$ cat src/rtl/conv_window_sched.sv
// Window scheduler for a 3x3 line-buffered convolution: paces the input stream into the
// shared delay lines and flags each position where a full window is available.
module conv_window_sched #(
  parameter int WIDTH     = 64,
  parameter int MAX_DEPTH = 128,
  parameter int DIM_W     = 10
) (
  input  logic             clk,
  input  logic             rst,
  input  logic             start,
  input  logic [7:0]       cfg_cin_groups,
  input  logic [DIM_W-1:0] cfg_width,
  input  logic [DIM_W-1:0] cfg_height,
  input  logic             s_valid,
  output logic             s_ready,
  input  logic [WIDTH-1:0] s_data,
  output logic             lb_en,
  output logic [7:0]       lb_delay_depth,
  output logic [WIDTH-1:0] lb_din,
  output logic             m_valid,
  input  logic             m_ready,
  output logic             m_last,
  output logic [7:0]       m_grp,
  output logic [DIM_W-1:0] m_col,
  output logic [DIM_W-1:0] m_row,
  output logic             busy,
  output logic             done,
  output logic             cfg_err
);

  localparam logic [1:0] S_IDLE   = 2'd0;
  localparam logic [1:0] S_STREAM = 2'd1;
  localparam logic [1:0] S_DRAIN  = 2'd2;
  localparam logic [1:0] S_DONE   = 2'd3;

  logic [1:0]       r_state;
  logic [7:0]       r_groups;
  logic [DIM_W-1:0] r_width;
  logic [DIM_W-1:0] r_height;
  logic [7:0]       r_grp;
  logic [DIM_W-1:0] r_col;
  logic [DIM_W-1:0] r_row;
  logic [7:0]       r_depth;
  logic             r_m_valid;
  logic             r_m_last;
  logic [7:0]       r_m_grp;
  logic [DIM_W-1:0] r_m_col;
  logic [DIM_W-1:0] r_m_row;
  logic             r_done;
  logic             r_cfg_err;

  logic w_cfg_ok;
  logic w_accept;
  logic w_grp_wrap;
  logic w_col_wrap;
  logic w_row_last;
  logic w_is_last;
  logic w_window;

  assign w_cfg_ok   = (cfg_cin_groups != 8'd0) && (int'(cfg_cin_groups) <= MAX_DEPTH) &&
                      (cfg_width >= DIM_W'(3)) && (cfg_height >= DIM_W'(3));
  assign w_grp_wrap = (r_grp == r_groups - 8'd1);
  assign w_col_wrap = (r_col == r_width - DIM_W'(1));
  assign w_row_last = (r_row == r_height - DIM_W'(1));
  assign w_is_last  = w_grp_wrap && w_col_wrap && w_row_last;
  assign w_window   = (r_row >= DIM_W'(2)) && (r_col >= DIM_W'(2));

  // Upstream only moves when the window strobe slot is free or being drained this cycle.
  assign s_ready = (r_state == S_STREAM) && (!r_m_valid || m_ready);
  assign w_accept = s_valid && s_ready;

  assign lb_en          = w_accept;
  assign lb_din         = s_data;
  assign lb_delay_depth = r_depth;
  assign m_valid        = r_m_valid;
  assign m_last         = r_m_last;
  assign m_grp          = r_m_grp;
  assign m_col          = r_m_col;
  assign m_row          = r_m_row;
  assign busy           = (r_state != S_IDLE);
  assign done           = r_done;
  assign cfg_err        = r_cfg_err;

  always_ff @(posedge clk or negedge rst) begin
    if (!rst) begin
      r_state   <= S_IDLE;
      r_groups  <= 8'd0;
      r_width   <= '0;
      r_height  <= '0;
      r_grp     <= 8'd0;
      r_col     <= '0;
      r_row     <= '0;
      r_depth   <= 8'd0;
      r_done    <= 1'b0;
      r_cfg_err <= 1'b0;
    end else begin
      r_done    <= 1'b0;
      r_cfg_err <= 1'b0;
      case (r_state)
        S_IDLE: begin
          if (start) begin
            r_groups <= cfg_cin_groups;
            r_width  <= cfg_width;
            r_height <= cfg_height;
            if (w_cfg_ok) begin
              r_state <= S_STREAM;
              r_depth <= cfg_cin_groups;
              r_grp   <= 8'd0;
              r_col   <= '0;
              r_row   <= '0;
            end else begin
              r_cfg_err <= 1'b1;
            end
          end
        end
        S_STREAM: begin
          if (w_accept) begin
            if (w_grp_wrap) begin
              r_grp <= 8'd0;
              if (w_col_wrap) begin
                r_col <= '0;
                r_row <= r_row + DIM_W'(1);
              end else begin
                r_col <= r_col + DIM_W'(1);
              end
            end else begin
              r_grp <= r_grp + 8'd1;
            end
            if (w_is_last) begin
              r_state <= S_DRAIN;
            end
          end
        end
        S_DRAIN: begin
          if (!r_m_valid || m_ready) begin
            r_state <= S_DONE;
            r_done  <= 1'b1;
          end
        end
        S_DONE: begin
          r_state <= S_IDLE;
        end
        default: begin
          r_state <= S_IDLE;
        end
      endcase
    end
  end

  // Strobe register sits one cycle behind the accept, aligned with the delay-line output.
  always_ff @(posedge clk or negedge rst) begin
    if (!rst) begin
      r_m_valid <= 1'b0;
      r_m_last  <= 1'b0;
      r_m_grp   <= 8'd0;
      r_m_col   <= '0;
      r_m_row   <= '0;
    end else if (w_accept && w_window) begin
      r_m_valid <= 1'b1;
      r_m_last  <= w_is_last;
      r_m_grp   <= r_grp;
      r_m_col   <= r_col;
      r_m_row   <= r_row;
    end else if (r_m_valid && m_ready) begin
      r_m_valid <= 1'b0;
      r_m_last  <= 1'b0;
    end else begin
      r_m_valid <= r_m_valid;
      r_m_last  <= r_m_last;
    end
  end

endmodule
$ cat config.mk
export PLATFORM = sky130hd
export DESIGN_NAME = conv_window_sched
export DESIGN_NICKNAME = d
export VERILOG_FILES = /design/src/rtl/conv_window_sched.sv
export SDC_FILE = /design/constraint.sdc
export NUM_CORES = 1
export LEC_CHECK = 0
export CAP_MARGIN = 10
export CELL_PAD_IN_SITES_DETAIL_PLACEMENT = 0
export CELL_PAD_IN_SITES_GLOBAL_PLACEMENT = 1
export CORE_ASPECT_RATIO = 0.9
export CORE_MARGIN = 2
export CORE_UTILIZATION = 37
export CTS_CLUSTER_SIZE = 40
export DETAILED_ROUTE_END_ITERATION = 10
export HOLD_SLACK_MARGIN = 0.06
export PLACE_DENSITY = 0.84
export SYNTH_ARGS = -nofsm -noshare
export SYNTH_HDL_FRONTEND = slang
export SYNTH_SLANG_ARGS = --single-unit
$ cat constraint.sdc
create_clock -name clk -period 6.4 [get_ports clk]
set_input_delay 1.28 -clock clk [delete_from_list [all_inputs] [get_ports clk]]
set_output_delay 1.28 -clock clk [all_outputs]
set_load 0.03 [all_outputs]
==> impl_metrics.yaml, run 1 <==
cells_and_area:
  multi_input_area_um2: 2660
  core_utilization_of_the_finished_layout_pct: 42.3
  n_fill_cell: 1488
  antenna-diode-count: 0
  area.growth.synth_to_final_pct: 12.3
  number_of_standard_cells_in_the_final_layout_excluding_fillers: 773
  design.final.nets: 675
  post_route_cells_drive_above_1_share_pct: 16.6
  ff_latch_area_um2: 2450
clock_network:
  clock_pin_slew_of_the_registers_on_the_worst_case_setup_and_hold_paths_ns: 0.06
  holdBufCountCts: 0
  cts.repair.resized: 0
  cts_htree_levels: 3
  cts_root_buffer: "sky130_fd_sc_hd__clkbuf_16"
  cts_num_sinks: 98
  cts_setup_buffers: 0
  cts_tree: "done"
  max-clock-path-buffers: 2
  clk-insertion-delay-late_ns: 0.35
  numCtsBuffers: 9
worst_setup_path:
  critical_path_cell_count: 8
  cp_cell_sequence: "clkdlybuf4s50_1, or4_1, o21ai_0, nand4_1, a21oi_1, and2_1, nand2b_1, o31ai_1"
  worstPathArrival_ns: 4.84
  timing_worst_setup_path_type: "in2reg"
  critical_path.n_buffers_inverters: 1
  r2r_slack_ns: 3.07
  number_of_cells_traversed_by_the_worst_register_to_register_path: 8
  crit_slowest_cell: "sky130_fd_sc_hd__a21oi_1"
  timing.critical_path.max_delay_family: "simple AND/OR/NAND/NOR gates"
  last_element_of_the_critical_path: "r_col[8]$_DFFE_PN0P_"
  endpoint_kind_of_the_worst_setup_timing_path: "register"
  timing.critical_path.fanout_max: 17
  regToRegStartpoint: "r_state[0]$_DFFE_PN0P_"
  critical-path-max-stage-delay_ns: 0.59
  r2r_end: "r_col[8]$_DFFE_PN0P_"
  critPathRequiredTime_ns: 6.65
  worst_setup_path_start_kind: "input port"
  worstSetupStartpoint: "cfg_cin_groups[2]"
pwr:
  clock_network_fraction_of_design_power_pct: 41.4
  power_internal_mw: 1.01
  share_comb_of_total_power_pct: 8.4
  power_leakage_nw: 3.01
  peakVddDrop_v: 0.000136
  switching_share_pct: 25.8
  reg_power_share_pct: 50.3
  total_switching_power_mw: 0.351
  power_density_nw_per_um2: 210
status:
  status: "finished, final reports clean"
timing:
  timing_worst_slew_pin_value_ns: 0.738
  clock.fmax_mhz: 218
  setup_repair_after_global_routing_missed_its_margin: "false"
  slew-limit-headroom_pct: 50.8
  layout_min_cycle_time_ns: 4.59
  timing.final.max_slew_violations: 0
  report.final.hold_viol_count: 0
  timing.final.setup_violations: 0
  finClkSkew_ns: 0.0103
  timing.setup.tns_ns: 0
  min_period_over_period_pct: 71.7
route:
  remaining_antenna_violation_count_after_routing: 0
  routed-wl-met3_um: 753
  wl_met2_mm: 6.10
  met1_length_mm: 5.55
  drt-initial-drc-count: 184
  num_vias: 4097
  avgRoutedWirePerCell_um: 16.6
  aggregate_routed_wire_length_mm: 12.9
  highest-signal-layer: "met4"
  routed_via_density: 5.30
  drt_pass1_iterations: 4
  drc: 0
synth:
  synthesis.nets: 672
  post_synth_instance_area_um2: 5790
  synth-seq-cells: 98
  post_synth_adder_cell_area_pct: 2.59
  postSynth.topFlopCell: "sky130_fd_sc_hd__dfrtp_1"
  synth-edff-count: 0
  synth_top_family_by_area: "simple AND/OR/NAND/NOR gates"
  synth_area_per_cell_um2: 10.3
  synth_cell_type_count: 58
  synth_compound_area_share_pct: 8.23
  synth-xor-area-share_pct: 6.20
  number_of_standard_cells_after_synthesis: 563
  synth-async-reset-ratio_pct: 100
  synth.yosys.seq_area_share_pct: 42.3
  post_synth_mux_area_share_pct: 12.2
  synthSimpleGateAreaFrac_pct: 16.7
  yosysWarnings: 0
grt:
  grt_usage_pct: 16.0
  grt_pass1_vias: 4188
  grt_first_pass_wirelength_mm: 21.0
  grt_overflow_total: 0
  largest_net_degree_at_the_start_of_global_routing: 60
  number_of_antenna_violations_at_the_first_check_in_global_routing: 0
hold_path:
  holdCritPathClass: "reg2reg"
  hold_path_startpoint: "m_row[7]$_DFFE_PN0P_"
placement:
  placer_s_final_routability_congestion_estimate: 0.818
  io_buffers: 75
  hpwl_mm: 9.37
  post-place-cells: 757
die:
  die_width_um: 136
  io_pins: 204
  starting_utilization_of_the_core_area_pct: 37.7
  dieArea_um2: 16700
  row_count: 43
  die-height_um: 123
  core_um2: 15400
flow_run:
  max-cap-violations: 0
synthesized netlist by cell type, types with 12 or more instances:
cell type	n	area, um^2
sky130_fd_sc_hd__nor2_1	27	101
sky130_fd_sc_hd__xnor2_1	16	140
sky130_fd_sc_hd__buf_4	69	518
sky130_fd_sc_hd__nand3_1	24	120
sky130_fd_sc_hd__inv_1	13	48.8
sky130_fd_sc_hd__nor3_1	13	65.1
sky130_fd_sc_hd__xor2_1	25	219
sky130_fd_sc_hd__o21ai_0	28	140
sky130_fd_sc_hd__nand2_1	41	154
sky130_fd_sc_hd__mux2_2	62	698
sky130_fd_sc_hd__dfrtp_1	98	2450
sky130_fd_sc_hd__ha_1	12	150
sky130_fd_sc_hd__nor4_1	14	87.6
layout make-up:
class	instances	area share, %
repair buffers	79	12.0
clock buffers	10	3.67
well taps	202	3.88
flip-flops and latches	98	37.7
clock inverters	6	1.10
multi-input cells	365	40.9
inverters	13	0.750
per-stage QoR:
step	instance area [um^2]	worst slack [ns]	hold slack (ns)	total power [mW]
final	6510	1.81	0.495	1.36
after global routing	6510	1.49	0.519	1.43
after CTS	6510	1.79	0.506	1.38
after detailed placement	6200	1.44	0.491	0.814
after global placement	6200	1.70	0.469	0.809
after floorplan	5790	3.18	0.500	0.825
state kept, by name, summed over array words and instances, names as in the netlist:
signal          cells
done                1
m_valid             1
r_groups            8
m_col              10
m_row              10
r_row              10
cfg_err             1
r_state             2
lb_delay_depth      8
r_height           10
m_grp               8
r_col              10
r_width            10
r_grp               8
m_last              1
how the worst min path moves through the flow:
| stage | to | slack [ns] | cells past startpoint |
|---|---|---|---|
| 2_1_floorplan | r_groups[7]$_DFFE_PN0P_ | 0.50 | 1 |
| 3_3_place_gp | m_col[0]$_DFFE_PN0P_ | 0.47 | 2 |
| 3_5_place_dp | m_row[7]$_DFFE_PN0P_ | 0.49 | 2 |
| 4_1_cts | m_row[7]$_DFFE_PN0P_ | 0.51 | 2 |
| 5_1_grt | m_col[1]$_DFFE_PN0P_ | 0.52 | 1 |
| 6_report | m_row[7]$_DFFE_PN0P_ | 0.50 | 2 |
layer usage:
| layer | vias to the layer above | GRT usage [%] |
|---|---|---|
| li1 | 1915 | - |
| met1 | 2031 | 19.4 |
| met2 | 100 | 26.6 |
| met3 | 51 | 3.80 |
| met4 | 0 | 8.01 |
| met5 | - | 0 |
cells in the final DEF (no fill, tap or decap), types with 6 or more instances in the layout:
master	count
sky130_fd_sc_hd__clkdlybuf4s50_1	74
sky130_fd_sc_hd__inv_1	13
sky130_fd_sc_hd__nor2_1	27
sky130_fd_sc_hd__nand2b_1	10
sky130_fd_sc_hd__clkbuf_16	9
sky130_fd_sc_hd__o21ai_0	28
sky130_fd_sc_hd__a21oi_1	6
sky130_fd_sc_hd__dfrtp_1	98
sky130_fd_sc_hd__xor2_1	25
sky130_fd_sc_hd__nand3_1	24
sky130_fd_sc_hd__nand4_1	6
sky130_fd_sc_hd__xnor2_1	16
sky130_fd_sc_hd__and3_1	9
sky130_fd_sc_hd__nor3_1	13
sky130_fd_sc_hd__nand2_1	41
sky130_fd_sc_hd__nor4_1	14
sky130_fd_sc_hd__nor2b_1	7
sky130_fd_sc_hd__ha_1	12
sky130_fd_sc_hd__mux2_2	62
worst register-to-register path: cells and delay by family (launching register included):
kind	cells	cell delay [ns]
AOI/OAI and AO/OA	3	1.11
DFF	1	0.39
buffers and inverters	1	0.13
adders and majority gates	1	0.24
and+or+nand+nor	3	1.38
cell families (layout without fill, tap and decap cells):
kind of cell | Yosys count | count (layout)
buf+inv | 100 | 108
xor+xnor | 41 | 41
compound gates | 69 | 69
simple gates | 180 | 180
fa+ha+maj | 12 | 12
mux | 63 | 63
flops | 98 | 98
power by group through the flow:
stage	clock [mW]	sequential (mW)	combinational, mW
final	0.564	0.686	0.114
after CTS	0.580	0.687	0.116
after global placement	0	0.697	0.112
after floorplan	0	0.672	0.154
after detailed placement	0	0.698	0.115
after global routing	0.604	0.692	0.129
(Power assumes the default switching activity.)
==> run 2, diff against run 1 <==
CORE_UTILIZATION = 34   (was 37)
PLACE_DENSITY = 0.78   (was 0.84)
clock period = 4.5 ns   (was 6.4 ns; I/O delays follow)
==> run 2 against run 1 <==
Via count hardly changed. Global-route usage down 1.4 points. Routed wire length is 0.79% lower.
==> impl_metrics.yaml, run 2 (synthesized netlist as in run 1, its figures left out) <==
clock_network:
  cts.repair.resized: 0
  numCtsBuffers: 9
  cts_htree_levels: 3
  holdBufCountCts: 0
  cts_root_buffer: "sky130_fd_sc_hd__clkbuf_16"
  cts_setup_buffers: 0
  clock_pin_slew_of_the_registers_on_the_worst_case_setup_and_hold_paths_ns: 0.07
  cts_num_sinks: 98
  cts_tree: "done"
  max-clock-path-buffers: 2
  clk-insertion-delay-late_ns: 0.35
timing:
  setup_repair_after_global_routing_missed_its_margin: "false"
  slew-limit-headroom_pct: 40.4
  timing_worst_slew_pin_value_ns: 0.894
  timing.setup.tns_ns: 0
  timing.final.setup_violations: 0
  finClkSkew_ns: 0.00511
  timing.final.max_slew_violations: 0
  layout_min_cycle_time_ns: 3.62
  min_period_over_period_pct: 80.5
  fin_hold_ws_ns: 0.481
  report.final.hold_viol_count: 0
  clock.fmax_mhz: 276
die:
  starting_utilization_of_the_core_area_pct: 34.5
  die-height_um: 128
  row_count: 45
  die_width_um: 142
  io_pins: 204
  core_um2: 16800
  dieArea_um2: 18100
worst_setup_path:
  regToRegStartpoint: "r_groups[0]$_DFFE_PN0P_"
  timing.critical_path.fanout_max: 17
  endpoint_kind_of_the_worst_setup_timing_path: "register"
  critPathRequiredTime_ns: 4.75
  timing_worst_setup_path_type: "in2reg"
  r2r_end: "r_col[8]$_DFFE_PN0P_"
  cp_cell_sequence: "clkdlybuf4s50_1, or4_1, o21ai_0, nand4_1, a21oi_1, and2_1, nand2b_1, o31ai_1"
  worstPathArrival_ns: 3.88
  number_of_cells_traversed_by_the_worst_register_to_register_path: 9
  critical-path-max-stage-delay_ns: 0.59
  worst_setup_path_start_kind: "input port"
  r2r_slack_ns: 1.33
  crit_slowest_cell: "sky130_fd_sc_hd__or4_1"
grt:
  grt_pass1_vias: 4073
  number_of_antenna_violations_at_the_first_check_in_global_routing: 0
  grt_overflow_total: 0
  largest_net_degree_at_the_start_of_global_routing: 71
  grt_first_pass_wirelength_mm: 20.9
  grt_usage_pct: 14.6
pwr:
  switching_share_pct: 25.0
  share_comb_of_total_power_pct: 8.4
  peakVddDrop_v: 0.000208
  clock_network_fraction_of_design_power_pct: 40.9
  power_leakage_nw: 3.01
  reg_power_share_pct: 50.7
  power_internal_mw: 1.45
  total_switching_power_mw: 0.483
  power_density_nw_per_um2: 296
cells_and_area:
  multi_input_area_um2: 2660
  area.growth.synth_to_final_pct: 12.5
  n_fill_cell: 1612
  layout_commonest_cell: "sky130_fd_sc_hd__dfrtp_1"
  final_cell_mix: "sky130_fd_sc_hd__dfrtp_1 (98), sky130_fd_sc_hd__clkdlybuf4s50_1 (74), sky130_fd_sc_hd__mux2_2 (62)"
  design.final.nets: 676
  ff_latch_area_um2: 2450
  antenna-diode-count: 0
  post_route_cells_drive_above_1_share_pct: 16.6
  fin_area_um2: 6520
hold_path:
  holdCritPathClass: "reg2reg"
  min_delay_worst_endpoint: "m_col[0]$_DFFE_PN0P_"
  whs_path_depth: 2
  hold_path_startpoint: "m_col[0]$_DFFE_PN0P_"
route:
  aggregate_routed_wire_length_mm: 12.8
  drt-initial-drc-count: 202
  routed_via_density: 5.24
  num_vias: 4099
  remaining_antenna_violation_count_after_routing: 0
  avgRoutedWirePerCell_um: 16.3
  drc: 0
  drt_pass1_iterations: 4
placement:
  io_buffers: 75
  hpwl_mm: 9.20
  placer_s_final_routability_congestion_estimate: 0.810
  placed_area_um2: 6210
status:
  status: "finished, final reports clean"
flow_run:
  max-cap-violations: 0
==> run 2: cell count changes in the layout (fill, tap and decap cells not counted) <==
cell / previous run / this run
sky130_fd_sc_hd__buf_4: 5 / 6
sky130_fd_sc_hd__clkbuf_8: 1 / 2
sky130_fd_sc_hd__clkinv_2: 0 / 1
sky130_fd_sc_hd__clkinv_4: 0 / 1
sky130_fd_sc_hd__clkinvlp_4: 2 / 1
sky130_fd_sc_hd__inv_6: 3 / 0
==> run 2: cell type report <==
cell class | count | area share (%)
multi-input cells | 365 | 40.9
flip-flops and latches | 98 | 37.6
clock inverters | 4 | 0.787
well taps | 211 | 4.05
clock buffers | 11 | 3.88
repair buffers | 80 | 12.1
inverters | 13 | 0.749
==> run 2: power groups by stage <==
| stage | Sequential, mW | Combinational [mW] | Clock [mW] |
|---|---|---|---|
| 3_5_place_dp | 0.993 | 0.164 | 0 |
| 4_1_cts | 0.977 | 0.165 | 0.815 |
| 3_3_place_gp | 0.994 | 0.158 | 0 |
| 5_1_grt | 0.985 | 0.184 | 0.856 |
| 6_report | 0.978 | 0.162 | 0.790 |
| 2_1_floorplan | 0.955 | 0.219 | 0 |
==> run 2: through the flow <==
stage,total power [mW],setup slack [ns],utilization [%],cells
6_report,1.93,0.879,38.9,782
5_1_grt,2.02,0.576,38.9,782
4_1_cts,1.96,0.882,38.9,782
3_5_place_dp,1.16,0.517,37.0,767
3_3_place_gp,1.15,0.611,37.0,767
2_1_floorplan,1.17,1.66,-,563
==> run 2: critical path, delay by kind of cell <==
kind	cells	cell delay, ns
AND/OR/NAND/NOR	4	1.63
AO/OA/AOI/OAI	3	0.89
buffers and inverters	1	0.44
==> run 2: worst max-delay path by stage <==
| stage | startpoint | to | slack, ns | cells past startpoint |
|---|---|---|---|---|
| after floorplan | cfg_cin_groups[2] | r_row[5]$_DFFE_PN0P_ | 1.66 | 10 |
| after global placement | cfg_cin_groups[2] | r_col[6]$_DFFE_PN0P_ | 0.61 | 9 |
| after detailed placement | cfg_cin_groups[2] | r_col[8]$_DFFE_PN0P_ | 0.52 | 8 |
| after CTS | cfg_cin_groups[2] | r_col[8]$_DFFE_PN0P_ | 0.88 | 8 |
| after global routing | cfg_cin_groups[2] | r_col[9]$_DFFE_PN0P_ | 0.58 | 8 |
| final | cfg_cin_groups[2] | r_col[8]$_DFFE_PN0P_ | 0.88 | 8 |
==> run 2: routing by layer <==
metal	up-vias	GRT usage [%]	share of wire, %
met5	-	0	0
met1	2031	18.5	45
met4	0	7.82	3.4
met3	57	3.40	4.6
met2	103	23.3	47
li1	1908	-	-
==> run 3, diff against run 2 <==
CORE_UTILIZATION = 31   (was 34)
PLACE_DENSITY = 0.75   (was 0.78)
clock period = 2.95 ns   (was 4.5 ns; I/O delays follow)
==> run 3 against run 2 <==
Non-clock buffer count is 22 higher. Global-route usage decreased by 0.99 points. Routed wire length is 3.5% higher. Die area grew 9.4%. Clock power up 48%. Critical path depth is the same. Largest power group unchanged.
==> impl_metrics.yaml, run 3 (synthesized netlist as in run 1, its figures left out) <==
status:
  status: "finished, final reports clean"
timing:
  setup_repair_after_global_routing_missed_its_margin: "false"
  clock.fmax_mhz: 361
  fin_hold_ws_ns: 0.230
  timing.final.max_slew_violations: 0
  timing_worst_slew_pin_value_ns: 0.766
  timing.setup.tns_ns: 0
  timing.final.setup_violations: 0
  finClkSkew_ns: 0.00587
  setup_ws_ns: 0.181
  layout_min_cycle_time_ns: 2.77
  min_period_over_period_pct: 93.9
  slew-limit-headroom_pct: 48.2
  report.final.hold_viol_count: 0
pwr:
  totalPowerFinal_mw: 2.93
  power_leakage_nw: 3.13
  power_density_nw_per_um2: 434
  peakVddDrop_v: 0.000222
grt:
  grt_usage_pct: 13.6
  grt_overflow_total: 0
  largest_net_degree_at_the_start_of_global_routing: 60
  number_of_antenna_violations_at_the_first_check_in_global_routing: 0
  grt_pass1_vias: 4242
  grt_first_pass_wirelength_mm: 21.6
placement:
  hpwl_mm: 9.84
  placed_area_um2: 6460
  dpl_worst_slack_ns: -0.177
  io_buffers: 75
  post-place-cells: 823
  placer_s_final_routability_congestion_estimate: 0.820
worst_setup_path:
  timing_worst_setup_path_type: "reg2reg"
  number_of_cells_traversed_by_the_worst_register_to_register_path: 8
  timing.critical_path.fanout_max: 4
  endpoint_kind_of_the_worst_setup_timing_path: "register"
  regToRegStartpoint: "r_grp[7]$_DFFE_PN0P_"
  cp_cell_sequence: "xor2_1, a221oi_1, nor4b_1, nor4_2, and4b_1, a21bo_2, o211ai_1, mux2_2"
  critical-path-max-stage-delay_ns: 0.71
  worstSetupStartpoint: "r_grp[7]$_DFFE_PN0P_"
  r2r_end: "r_state[1]$_DFFE_PN0P_"
  worstPathArrival_ns: 3.01
  crit_slowest_cell: "sky130_fd_sc_hd__nor4b_1"
  r2r_slack_ns: 0.18
  worst_setup_path_start_kind: "register"
  critPathRequiredTime_ns: 3.19
route:
  drt-initial-drc-count: 256
  num_vias: 4147
  avgRoutedWirePerCell_um: 15.7
  aggregate_routed_wire_length_mm: 13.2
  routed_via_density: 4.94
  drc: 0
  drt_pass1_iterations: 6
  remaining_antenna_violation_count_after_routing: 0
clock_network:
  clock_pin_slew_of_the_registers_on_the_worst_case_setup_and_hold_paths_ns: 0.07
  clk-insertion-delay-late_ns: 0.35
  max-clock-path-buffers: 2
  cts_num_sinks: 98
  cts_tree: "done"
  numCtsBuffers: 9
  cts_htree_levels: 3
  cts_root_buffer: "sky130_fd_sc_hd__clkbuf_16"
  cts_setup_buffers: 0
die:
  row_count: 47
  starting_utilization_of_the_core_area_pct: 31.6
  io_pins: 204
  die_width_um: 148
  core_um2: 18300
  die-height_um: 134
  dieArea_um2: 19800
cells_and_area:
  layout_commonest_cell: "sky130_fd_sc_hd__dfrtp_1"
  post_route_cells_drive_above_1_share_pct: 19.9
  number_of_standard_cells_in_the_final_layout_excluding_fillers: 839
  fin_area_um2: 6760
  final_cell_mix: "sky130_fd_sc_hd__dfrtp_1 (98), sky130_fd_sc_hd__clkdlybuf4s50_1 (74), sky130_fd_sc_hd__mux2_2 (62)"
  antenna-diode-count: 0
  area.growth.synth_to_final_pct: 16.6
  n_fill_cell: 1826
  core_utilization_of_the_finished_layout_pct: 36.8
  design.final.nets: 698
hold_path:
  holdCritPathClass: "in2async"
flow_run:
  max-cap-violations: 0
## run 3: how the worst max path moves through the flow
stage / end / slack, ns
after floorplan: r_row[5]$_DFFE_PN0P_ / 0.42
after detailed placement: r_row[9]$_DFFE_PN0P_ / -0.18
final: r_state[1]$_DFFE_PN0P_ / 0.18
after CTS: r_state[1]$_DFFE_PN0P_ / 0.14
after global routing: r_state[1]$_DFFE_PN0P_ / 0.01
after global placement: r_row[9]$_DFFE_PN0P_ / -0.17
## run 3: area by class of cell
cell class,count,area [um^2],area share (%)
Inverter,13,48.8,0.722
Clock inverter,5,55.1,0.815
Timing Repair Buffer,102,988,14.6
Clock buffer,11,233,3.45
Sequential cell,98,2450,36.3
Tap cell,245,307,4.54
Multi-Input combinational cell,365,2670,39.5
## run 3: where the power goes
part,total [mW],switching (mW),internal [mW],leakage (nW)
Combinational,0.266,0.136,0.130,1.65
Clock,1.17,0.513,0.655,0.136
Sequential,1.50,0.109,1.39,1.34
Total,2.93,0.758,2.17,3.13
## run 3: what timing repair did
action | CTS | global route
endpoints found under the hold margin | 0 | 0
resized for setup | 0 | 3
hold buffers | 0 | 0
setup endpoints to repair | 0 | 9
## run 3: worst max-delay path: cells and delay by family, from the launching register on
family / cells / cell delay, ns
flops: 1 / 0.45
mux: 1 / 0.37
xor+xnor: 1 / 0.34
compound gates: 3 / 0.44
simple gates: 3 / 1.06
## run 3: routing by layer
metal	routed length, um	vias to the layer above	GRT usage, %
li1	-	1966	-
met1	5980	2066	17.7
met2	6340	74	21.7
met3	457	41	2.57
met4	436	0	6.88
met5	0	-	0
